==> src/rtl/output_io_bank.sv <==
`default_nettype none
// ============================================================================
// Module   : output_io_bank
// Purpose  : WIDTH-channel output I/O cell, buffered or registered mode with a
//            per-channel output-enable turnaround sequencer.
// Option   : OUTPUT_IO_BANK_READBACK_EN builds the registered pad readback F2A.
// Revision : 1.0 - initial release
// ============================================================================
module output_io_bank #(
    parameter int WIDTH    = 4,
    parameter     MODE     = "out_reg",
    parameter int TURN_CYC = 2
) (
    input  logic             IQC,
    input  logic             QRT,
    input  logic             IQCE,
    input  logic [WIDTH-1:0] OQI,
    input  logic [WIDTH-1:0] IE,
    output logic [WIDTH-1:0] PAD_O,
    output logic [WIDTH-1:0] PAD_OE,
    output logic [WIDTH-1:0] F2A,
    output logic             BUSY
);

    localparam logic [1:0] c_st_off  = 2'd0;
    localparam logic [1:0] c_st_turn = 2'd1;
    localparam logic [1:0] c_st_on   = 2'd2;
    localparam logic [3:0] c_turn    = 4'(TURN_CYC);

    generate
        if (MODE == "out_buff") begin : g_buff
            assign PAD_O  = OQI;
            assign PAD_OE = IE;
            assign BUSY   = 1'b0;

            // Clock, reset and enable only matter here when readback is built.
            logic w_unused;
            assign w_unused = &{1'b0, IQC, QRT, IQCE};
        end else begin : g_reg
            logic [WIDTH-1:0] r_d_q;
            logic [WIDTH-1:0] w_oe;
            logic [WIDTH-1:0] w_turn;

            always_ff @(posedge IQC) begin
                if (!QRT) begin
                    r_d_q <= '0;
                end else if (IQCE) begin
                    r_d_q <= OQI;
                end
            end

            for (genvar i = 0; i < WIDTH; i++) begin : g_ch
                logic [1:0] r_state;
                logic [1:0] w_state_nxt;
                logic [3:0] r_cnt;
                logic [3:0] w_cnt_nxt;
                logic       w_ch_oe;
                logic       w_ch_turn;

                always_ff @(posedge IQC) begin
                    if (!QRT) begin
                        r_state <= c_st_off;
                        r_cnt   <= 4'd0;
                    end else if (IQCE) begin
                        r_state <= w_state_nxt;
                        r_cnt   <= w_cnt_nxt;
                    end
                end

                always_comb begin
                    w_state_nxt = r_state;
                    w_cnt_nxt   = r_cnt;
                    case (r_state)
                        c_st_off: begin
                            if (IE[i]) begin
                                if (c_turn == 4'd0) begin
                                    w_state_nxt = c_st_on;
                                end else begin
                                    w_state_nxt = c_st_turn;
                                    w_cnt_nxt   = c_turn;
                                end
                            end
                        end
                        c_st_turn: begin
                            // Dropping the request mid-turnaround aborts without driving.
                            if (!IE[i]) begin
                                w_state_nxt = c_st_off;
                                w_cnt_nxt   = 4'd0;
                            end else if (r_cnt == 4'd1) begin
                                w_state_nxt = c_st_on;
                                w_cnt_nxt   = 4'd0;
                            end else begin
                                w_cnt_nxt   = r_cnt - 4'd1;
                            end
                        end
                        c_st_on: begin
                            if (!IE[i]) begin
                                w_state_nxt = c_st_off;
                            end
                        end
                        default: begin
                            w_state_nxt = c_st_off;
                            w_cnt_nxt   = 4'd0;
                        end
                    endcase
                end

                always_comb begin
                    w_ch_oe   = (r_state == c_st_on);
                    w_ch_turn = (r_state == c_st_turn);
                end

                assign w_oe[i]   = w_ch_oe;
                assign w_turn[i] = w_ch_turn;
            end

            assign PAD_O  = r_d_q;
            assign PAD_OE = w_oe;
            assign BUSY   = |w_turn;
        end
    endgenerate

`ifdef OUTPUT_IO_BANK_READBACK_EN
    logic [WIDTH-1:0] r_f2a;

    always_ff @(posedge IQC) begin
        if (!QRT) begin
            r_f2a <= '0;
        end else if (IQCE) begin
            r_f2a <= PAD_O & PAD_OE;
        end
    end

    assign F2A = r_f2a;
`else
    assign F2A = '0;
`endif

endmodule
`default_nettype wire

==> config.mk <==
export PLATFORM = sky130hd
export DESIGN_NAME = output_io_bank
export DESIGN_NICKNAME = d
export VERILOG_FILES = /design/src/rtl/output_io_bank.sv
export SDC_FILE = /design/constraint.sdc
export NUM_CORES = 1
export LEC_CHECK = 0
export ABC_AREA = 1
export CAP_MARGIN = 20
export CELL_PAD_IN_SITES_DETAIL_PLACEMENT = 2
export CELL_PAD_IN_SITES_GLOBAL_PLACEMENT = 2
export CORE_UTILIZATION = 27
export CTS_BUF_LIST = sky130_fd_sc_hd__clkbuf_4
export DETAILED_ROUTE_END_ITERATION = 16
export GPL_ROUTABILITY_DRIVEN = 0
export HOLD_SLACK_MARGIN = 0.06
export MAX_ROUTING_LAYER = met4
export PLACE_DENSITY_LB_ADDON = 0.1
export SKIP_LAST_GASP = 1
export SYNTH_ARGS = -nofsm -noshare
export SYNTH_HDL_FRONTEND = slang
export SYNTH_SLANG_ARGS = --single-unit
==> constraint.sdc <==
create_clock -name IQC -period 0.95 [get_ports IQC]
set_input_delay 0.1425 -clock IQC [delete_from_list [all_inputs] [get_ports IQC]]
set_output_delay 0.1425 -clock IQC [all_outputs]
set_load 0.02 [all_outputs]
==> results of run 1 <==
==> cells by family (layout without fill, tap and decap cells) <==
group                    after synthesis  in the layout
AO/OA/AOI/OAI                         37             37
adder cells (fa/ha/maj)                8              8
buffers and inverters                 57            131
AND/OR/NAND/NOR                      134            134
flip-flops                            28             28
other                                  1              4
==> registers in the layout (all words and copies together) (netlist names) <==
register,cells
PAD_O,4
g_reg.g_ch.r_cnt,16
g_reg.g_ch.r_state,8
==> power breakdown <==
group	internal, W	switching (W)
clock	0.000193	0.000390
combinational	0.000744	0.000936
sequential	0.00129	0.000106
total	0.00223	0.00143
==> metal layers <==
layer | track usage | vias up | part of all wire
met5 | - | - | 0
met4 | 0.0464 | 0 | 0.010
li1 | - | 962 | -
met3 | 0.0303 | 9 | 0.022
met1 | 0.241 | 971 | 0.42
met2 | 0.395 | 30 | 0.55
==> critical path: cells and delay by family (launching register included) <==
family / cells / cell delay [ns]
flip-flops: 1 / 0.41
buffers and inverters: 3 / 0.34
AO/OA/AOI/OAI: 2 / 0.30
AND/OR/NAND/NOR: 2 / 0.24
==> cell type report <==
class,instances,area share
flip-flops and latches,28,0.209
repair buffers,80,0.251
inverters,47,0.0666
clock buffers,4,0.0103
multi-input cells,183,0.432
well taps,75,0.0322
==> Yosys cell counts <==
| master | number | area (µm²) |
|---|---|---|
| sky130_fd_sc_hd__dfxtp_1 | 28 | 561 |
| sky130_fd_sc_hd__ha_1 | 8 | 100 |
| sky130_fd_sc_hd__nand2_1 | 67 | 251 |
| sky130_fd_sc_hd__nor2_2 | 4 | 25.0 |
| sky130_fd_sc_hd__nor2_1 | 33 | 124 |
| sky130_fd_sc_hd__nor3_1 | 2 | 10.0 |
| sky130_fd_sc_hd__inv_2 | 6 | 22.5 |
| sky130_fd_sc_hd__conb_1 | 1 | 3.75 |
| sky130_fd_sc_hd__o21ai_1 | 5 | 25.0 |
| sky130_fd_sc_hd__a21oi_1 | 18 | 90.1 |
| sky130_fd_sc_hd__clkinv_1 | 1 | 3.75 |
| sky130_fd_sc_hd__nand3_2 | 1 | 10.0 |
| sky130_fd_sc_hd__nand4_1 | 1 | 6.26 |
| sky130_fd_sc_hd__nand3_1 | 18 | 90.1 |
| sky130_fd_sc_hd__inv_1 | 40 | 150 |
| sky130_fd_sc_hd__o21ai_0 | 14 | 70.1 |
| sky130_fd_sc_hd__clkbuf_8 | 1 | 13.8 |
| sky130_fd_sc_hd__buf_4 | 9 | 67.6 |
| sky130_fd_sc_hd__nand2_2 | 6 | 37.5 |
| sky130_fd_sc_hd__nor2_4 | 2 | 22.5 |
==> repair_timing <==
item,CTS,global route
setup endpoints to repair,33,33
pin swaps,36,28
gates resized for setup,134,59
buffers inserted,6,3
==> per-stage QoR <==
step	setup TNS [ns]	hold WS (ns)	instances	utilization	instance area, µm²
finish	-7.41	0.393	417	0.489	2910
detailed placement	-13.74	0.483	407	0.400	2380
global route	-9.62	0.392	417	0.489	2910
CTS	-6.24	0.359	415	0.454	2700
global placement	-12.56	0.465	407	0.400	2380
floorplan	-0.263	0.265	268	-	1750
==> path summary, 6_finish.rpt <==
path                                               from                                   to  slack [ns]  depth (start not counted)
setup / recovery  g_reg.g_ch[1].r_state[1]$_SDFFE_PN0P_  g_reg.g_ch[1].r_cnt[1]$_SDFFE_PN0P_       -0.42                          7
hold reg to reg     g_reg.g_ch[0].r_cnt[1]$_SDFFE_PN0P_  g_reg.g_ch[0].r_cnt[1]$_SDFFE_PN0P_        0.50                          2
setup reg to reg  g_reg.g_ch[1].r_state[1]$_SDFFE_PN0P_  g_reg.g_ch[1].r_cnt[1]$_SDFFE_PN0P_       -0.42                          7
hold / removal                                   OQI[1]                PAD_O[1]$_SDFFE_PN0P_        0.39                          3
==> out/qor.json, run 1 <==
{
  "layout_worst_path_cycle_share": {"value": 1.44},
  "cts_tree": {"value": "built"},
  "ys_warn_count": {"value": 0},
  "globalRouteOverflowTotal": {"value": 0},
  "dieArea": {"value": 6560, "unit": "µm²"},
  "initial_utilization": {"value": 0.283},
  "synth-simple-area-share": {"value": 0.342},
  "clock_skews": {"value": 0.0120, "unit": "ns"},
  "crit_path_frequent_cell": {"value": "sky130_fd_sc_hd__buf_4"},
  "synthMuxAreaShare": {"value": 0},
  "post_synth_instance_area": {"value": 1680, "unit": "µm²"},
  "grtUsageTotal": {"value": 0.213},
  "synth.distinct_cells": {"value": 20},
  "synth_seq_cells": {"value": 28},
  "yosys.area_share.xor_xnor": {"value": 0},
  "io-pin-count": {"value": 24},
  "fp-row-count": {"value": 28},
  "seq_area": {"value": 608, "unit": "µm²"},
  "vdd_drop_max": {"value": 0.599, "unit": "mV"},
  "wl_per_cell": {"value": 18.4, "unit": "µm"},
  "synth_top_family_by_area": {"value": "simple AND/OR/NAND/NOR gates"},
  "clock_path_buffers": {"value": 2},
  "layout.cells.most_common_list": {"value": "45 x sky130_fd_sc_hd__buf_4, 39 x sky130_fd_sc_hd__nand2_1, 28 x sky130_fd_sc_hd__nor2_1"},
  "clock_tree.root_cell": {"value": "sky130_fd_sc_hd__clkbuf_4"},
  "vias_per_cell": {"value": 4.73},
  "layout_nets": {"value": 362},
  "route.vias.total": {"value": 1972},
  "first_global_vias": {"value": 2156},
  "timing.critical_path.to_type": {"value": "register"},
  "drv_cap": {"value": 0},
  "routed_wl": {"value": 7.67, "unit": "mm"},
  "cts_hold_buffers": {"value": 0},
  "finalCriticalPeriod": {"value": 1.37, "unit": "ns"},
  "report.power.total": {"value": 0.00366, "unit": "W"},
  "worstPathCellList": {"value": "inv_4 -> buf_4 -> nand3_1 -> buf_4 -> nor2_1 -> o21ai_1 -> a21oi_1"},
  "final_antenna_net_count": {"value": 0},
  "drcViolationCount": {"value": 0},
  "grt_max_degree": {"value": 16},
  "drt_iter0_markers": {"value": 38},
  "place_worst_setup_slack": {"value": -0.509, "unit": "ns"},
  "clock_latency": {"value": 0.34, "unit": "ns"},
  "finalWorstSetupSlack": {"value": -0.421, "unit": "ns"},
  "global_route_wire_length_before_repair": {"value": 10.2, "unit": "mm"},
  "slew_viol_final": {"value": 0},
  "mostFrequentLayoutCell": {"value": "sky130_fd_sc_hd__buf_4"},
  "synth_seq_area_share": {"value": 0.333},
  "cts_sinks": {"value": 28},
  "cts_inserted_buffers": {"value": 3},
  "adder_and_majority_cell_fraction_of_the_synthesized_area": {"value": 0.0594},
  "drive_above_1_share": {"value": 0.585},
  "critical-path-max-stage-delay": {"value": 0.41, "unit": "ns"},
  "status": {"value": "complete, but fails checks"},
  "fillerInstances": {"value": 662},
  "rsz0062_at_grt": {"value": "true"},
  "max_freq": {"value": 729, "unit": "MHz"},
  "diodes": {"value": 0},
  "cts.htree.levels": {"value": 1},
  "hpwl": {"value": 4.48, "unit": "mm"},
  "timing.final.hold_violations": {"value": 0},
  "syn_to_final_growth": {"value": 73.0, "unit": "%"},
  "setup_viol": {"value": 33},
  "die-height": {"value": 81.0, "unit": "µm"},
  "worst-setup-path-type": {"value": "reg2reg"},
  "worstSetupStartpointType": {"value": "register"},
  "port_buffers": {"value": 19},
  "p_leak": {"value": 1.32, "unit": "nW"},
  "placeableCoreArea": {"value": 5960, "unit": "µm²"},
  "synthesis.instances": {"value": 265},
  "timing.critical_path.arrival": {"value": 1.65, "unit": "ns"},
  "detailedRoute.firstPassIterationCount": {"value": 4},
  "antenna_found_initial": {"value": 0},
  "critical-path-slowest-cell": {"value": "sky130_fd_sc_hd__dfxtp_4"},
  "dieWidth": {"value": 81.0, "unit": "µm"},
  "synth.avg_cell_area": {"value": 6.36, "unit": "µm²"},
  "worst_ep_required_time": {"value": 1.22, "unit": "ns"},
  "pwrdens": {"value": 1260, "unit": "nW/µm²"},
  "min-delay-path-class": {"value": "in2reg"},
  "multi_input_comb_area": {"value": 1260, "unit": "µm²"},
  "clk_transition_reported_paths": {"value": 0.17, "unit": "ns"},
  "synth_compound_area_frac": {"value": 0.110},
  "failed_checks": {"value": "negative setup slack"},
  "crit_path_max_fanout": {"value": 3}
}
No activity file was read; power rests on OpenSTA's default activity.
==> run 2, diff against run 1 <==
--- a/config.mk
+++ b/config.mk
@@ -9,6 +9,7 @@
 export CAP_MARGIN = 20
 export CELL_PAD_IN_SITES_DETAIL_PLACEMENT = 2
 export CELL_PAD_IN_SITES_GLOBAL_PLACEMENT = 2
+export CORE_ASPECT_RATIO = 1.2
 export CORE_UTILIZATION = 27
 export CTS_BUF_LIST = sky130_fd_sc_hd__clkbuf_4
 export DETAILED_ROUTE_END_ITERATION = 16
==> out/qor.json, run 2 (same netlist as run 1, synthesis figures left out) <==
{
  "routed_wl": {"value": 9.18, "unit": "mm"},
  "route.vias.total": {"value": 2069},
  "first_global_vias": {"value": 2127},
  "timing.critical_path.arrival": {"value": 1.77, "unit": "ns"},
  "cts_sinks": {"value": 28},
  "grtUsageTotal": {"value": 0.226},
  "syn_to_final_growth": {"value": 85.1, "unit": "%"},
  "vdd_drop_max": {"value": 0.763, "unit": "mV"},
  "hpwl": {"value": 4.36, "unit": "mm"},
  "layout_worst_path_cycle_share": {"value": 1.58},
  "worst-setup-path-type": {"value": "reg2reg"},
  "fp-row-count": {"value": 31},
  "finalCriticalPeriod": {"value": 1.50, "unit": "ns"},
  "slew_viol_final": {"value": 0},
  "clock_tree.root_cell": {"value": "sky130_fd_sc_hd__clkbuf_4"},
  "max_freq": {"value": 668, "unit": "MHz"},
  "failed_checks": {"value": "negative setup slack"},
  "clock_path_buffers": {"value": 2},
  "clock_latency": {"value": 0.36, "unit": "ns"},
  "placed_cells": {"value": 411},
  "finalSetupTns": {"value": -10.02, "unit": "ns"},
  "worstPathCellList": {"value": "buf_6 -> buf_6 -> nor2_4 -> nand2_2 -> nand2_4 -> buf_4 -> inv_2 -> nand2_4 -> nand2_1 -> a21oi_1"},
  "io-pin-count": {"value": 24},
  "layout_nets": {"value": 374},
  "placeableCoreArea": {"value": 6010, "unit": "µm²"},
  "initial_utilization": {"value": 0.280},
  "max_flop_register": {"value": "g_reg.g_ch.r_cnt"},
  "p_leak": {"value": 1.41, "unit": "nW"},
  "port_buffers": {"value": 19},
  "design_area": {"value": 3120, "unit": "µm²"},
  "diodes": {"value": 0},
  "critical-path-slowest-cell": {"value": "sky130_fd_sc_hd__dfxtp_2"},
  "mostFrequentLayoutCell": {"value": "sky130_fd_sc_hd__buf_4"},
  "max_ffs_per_register": {"value": 16},
  "setup_viol": {"value": 37},
  "fillerInstances": {"value": 675},
  "clock_skews": {"value": 0.0132, "unit": "ns"},
  "worst_ep_required_time": {"value": 1.23, "unit": "ns"},
  "rsz0062_at_grt": {"value": "true"},
  "vias_per_cell": {"value": 4.75},
  "postPlaceCellArea": {"value": 2380, "unit": "µm²"},
  "antenna_found_initial": {"value": 0},
  "dieWidth": {"value": 74.1, "unit": "µm"},
  "drive_above_1_share": {"value": 0.633},
  "global_route_wire_length_before_repair": {"value": 10.7, "unit": "mm"},
  "drt_met1_wl": {"value": 3.62, "unit": "mm"},
  "cts_inserted_buffers": {"value": 3},
  "drt_iter0_markers": {"value": 50},
  "drv_cap": {"value": 0},
  "timing.critical_path.to_type": {"value": "register"},
  "finalWorstSetupSlack": {"value": -0.547, "unit": "ns"},
  "dieArea": {"value": 6560, "unit": "µm²"},
  "grt_max_degree": {"value": 17},
  "die-height": {"value": 88.5, "unit": "µm"},
  "wl_met3": {"value": 245, "unit": "µm"},
  "crit_path_max_fanout": {"value": 3},
  "met2_wirelength": {"value": 4.86, "unit": "mm"},
  "cp_top_family": {"value": "simple AND/OR/NAND/NOR gates"},
  "timing.final.hold_violations": {"value": 0},
  "pwrdens": {"value": 1350, "unit": "nW/µm²"},
  "cts_tree": {"value": "built"},
  "globalRouteOverflowTotal": {"value": 0},
  "final_antenna_net_count": {"value": 0},
  "instances_no_fill": {"value": 436},
  "wl_per_cell": {"value": 21.0, "unit": "µm"},
  "worstSetupStartpointType": {"value": "register"},
  "status": {"value": "complete, but fails checks"},
  "layout.cells.most_common_list": {"value": "50 x sky130_fd_sc_hd__buf_4, 31 x sky130_fd_sc_hd__nand2_1, 29 x sky130_fd_sc_hd__buf_6"},
  "min-delay-path-class": {"value": "in2reg"},
  "critical_path.n_buffers_inverters": {"value": 4},
  "cts.htree.levels": {"value": 1},
  "critical-path-max-stage-delay": {"value": 0.39, "unit": "ns"},
  "topRoutingLayerUsed": {"value": "met4"},
  "detailedRoute.firstPassIterationCount": {"value": 4},
  "clk_transition_reported_paths": {"value": 0.20, "unit": "ns"},
  "drcViolationCount": {"value": 0}
}
==> run 2: cell types whose count changed in the layout (fill, tap and decap cells not counted), moves of 5 or more <==
| cell | change |
|---|---|
| sky130_fd_sc_hd__o21ai_1 | -7 |
| sky130_fd_sc_hd__nor2_1 | -5 |
| sky130_fd_sc_hd__buf_4 | +5 |
| sky130_fd_sc_hd__nand2_1 | -8 |
| sky130_fd_sc_hd__buf_6 | +5 |
| sky130_fd_sc_hd__nand2_2 | +9 |
==> run 2: tightest hold or removal path, delay by kind of cell <==
family,cells,cell delay (ns)
buffers and inverters,1,0.41
AND/OR/NAND/NOR,2,0.21
==> run 2: metrics by stage <==
| step | hold WS, ns | utilization | setup WS [ns] | total power (W) |
|---|---|---|---|---|
| after floorplan | 0.265 | - | -0.0369 | 0.00206 |
| after detailed placement | 0.476 | 0.396 | -0.528 | 0.00264 |
| after CTS | 0.342 | 0.453 | -0.364 | 0.00370 |
| final | 0.413 | 0.518 | -0.547 | 0.00420 |
| after global routing | 0.411 | 0.518 | -0.599 | 0.00440 |
| after global placement | 0.465 | 0.396 | -0.478 | 0.00258 |
==> run 2: worst paths after layout <==
kind                                          from                               endpoint  slack (ns)  cells after the start
max          g_reg.g_ch[1].r_state[1]$_SDFFE_PN0P_  g_reg.g_ch[1].r_state[1]$_SDFFE_PN0P_       -0.55                     10
max reg2reg  g_reg.g_ch[1].r_state[1]$_SDFFE_PN0P_  g_reg.g_ch[1].r_state[1]$_SDFFE_PN0P_       -0.55                     10
min reg2reg    g_reg.g_ch[3].r_cnt[0]$_SDFFE_PN0P_    g_reg.g_ch[3].r_cnt[0]$_SDFFE_PN0P_        0.52                      2
min                                         OQI[0]                  PAD_O[0]$_SDFFE_PN0P_        0.41                      3
==> run 2: cell type report <==
type	instances	area (µm²)	share of cell area
multi-input cells	183	1310	0.420
well taps	82	103	0.0329
clock buffers	3	22.5	0.00723
clock inverters	1	30.0	0.00963
flip-flops and latches	28	598	0.192
repair buffers	92	862	0.277
inverters	47	191	0.0614
==> run 2: timing repair <==
item                                    in CTS  in global routing
setup buffers                                9                 17
endpoints found under the hold margin        0                  0
hold buffers                                 0                  0
pin swaps                                   33                 53
endpoints found under the setup margin      33                 37
gates resized for setup                    121                 84
==> run 2: routing by layer <==
metal | up-vias | track usage
met1 | 1007 | 0.259
met3 | 36 | 0.0182
met5 | - | -
li1 | 978 | -
met2 | 48 | 0.419
met4 | 0 | 0.0559
==> run 2: report_power, final <==
| group | leakage (nW) | total [W] | internal [W] | switching, W |
|---|---|---|---|---|
| registers | 0.239 | 0.00140 | 0.00130 | 0.000107 |
| clock network | 0.0279 | 0.000876 | 0.000426 | 0.000450 |
| logic | 1.14 | 0.00192 | 0.000844 | 0.00108 |
| total | 1.41 | 0.00420 | 0.00257 | 0.00163 |
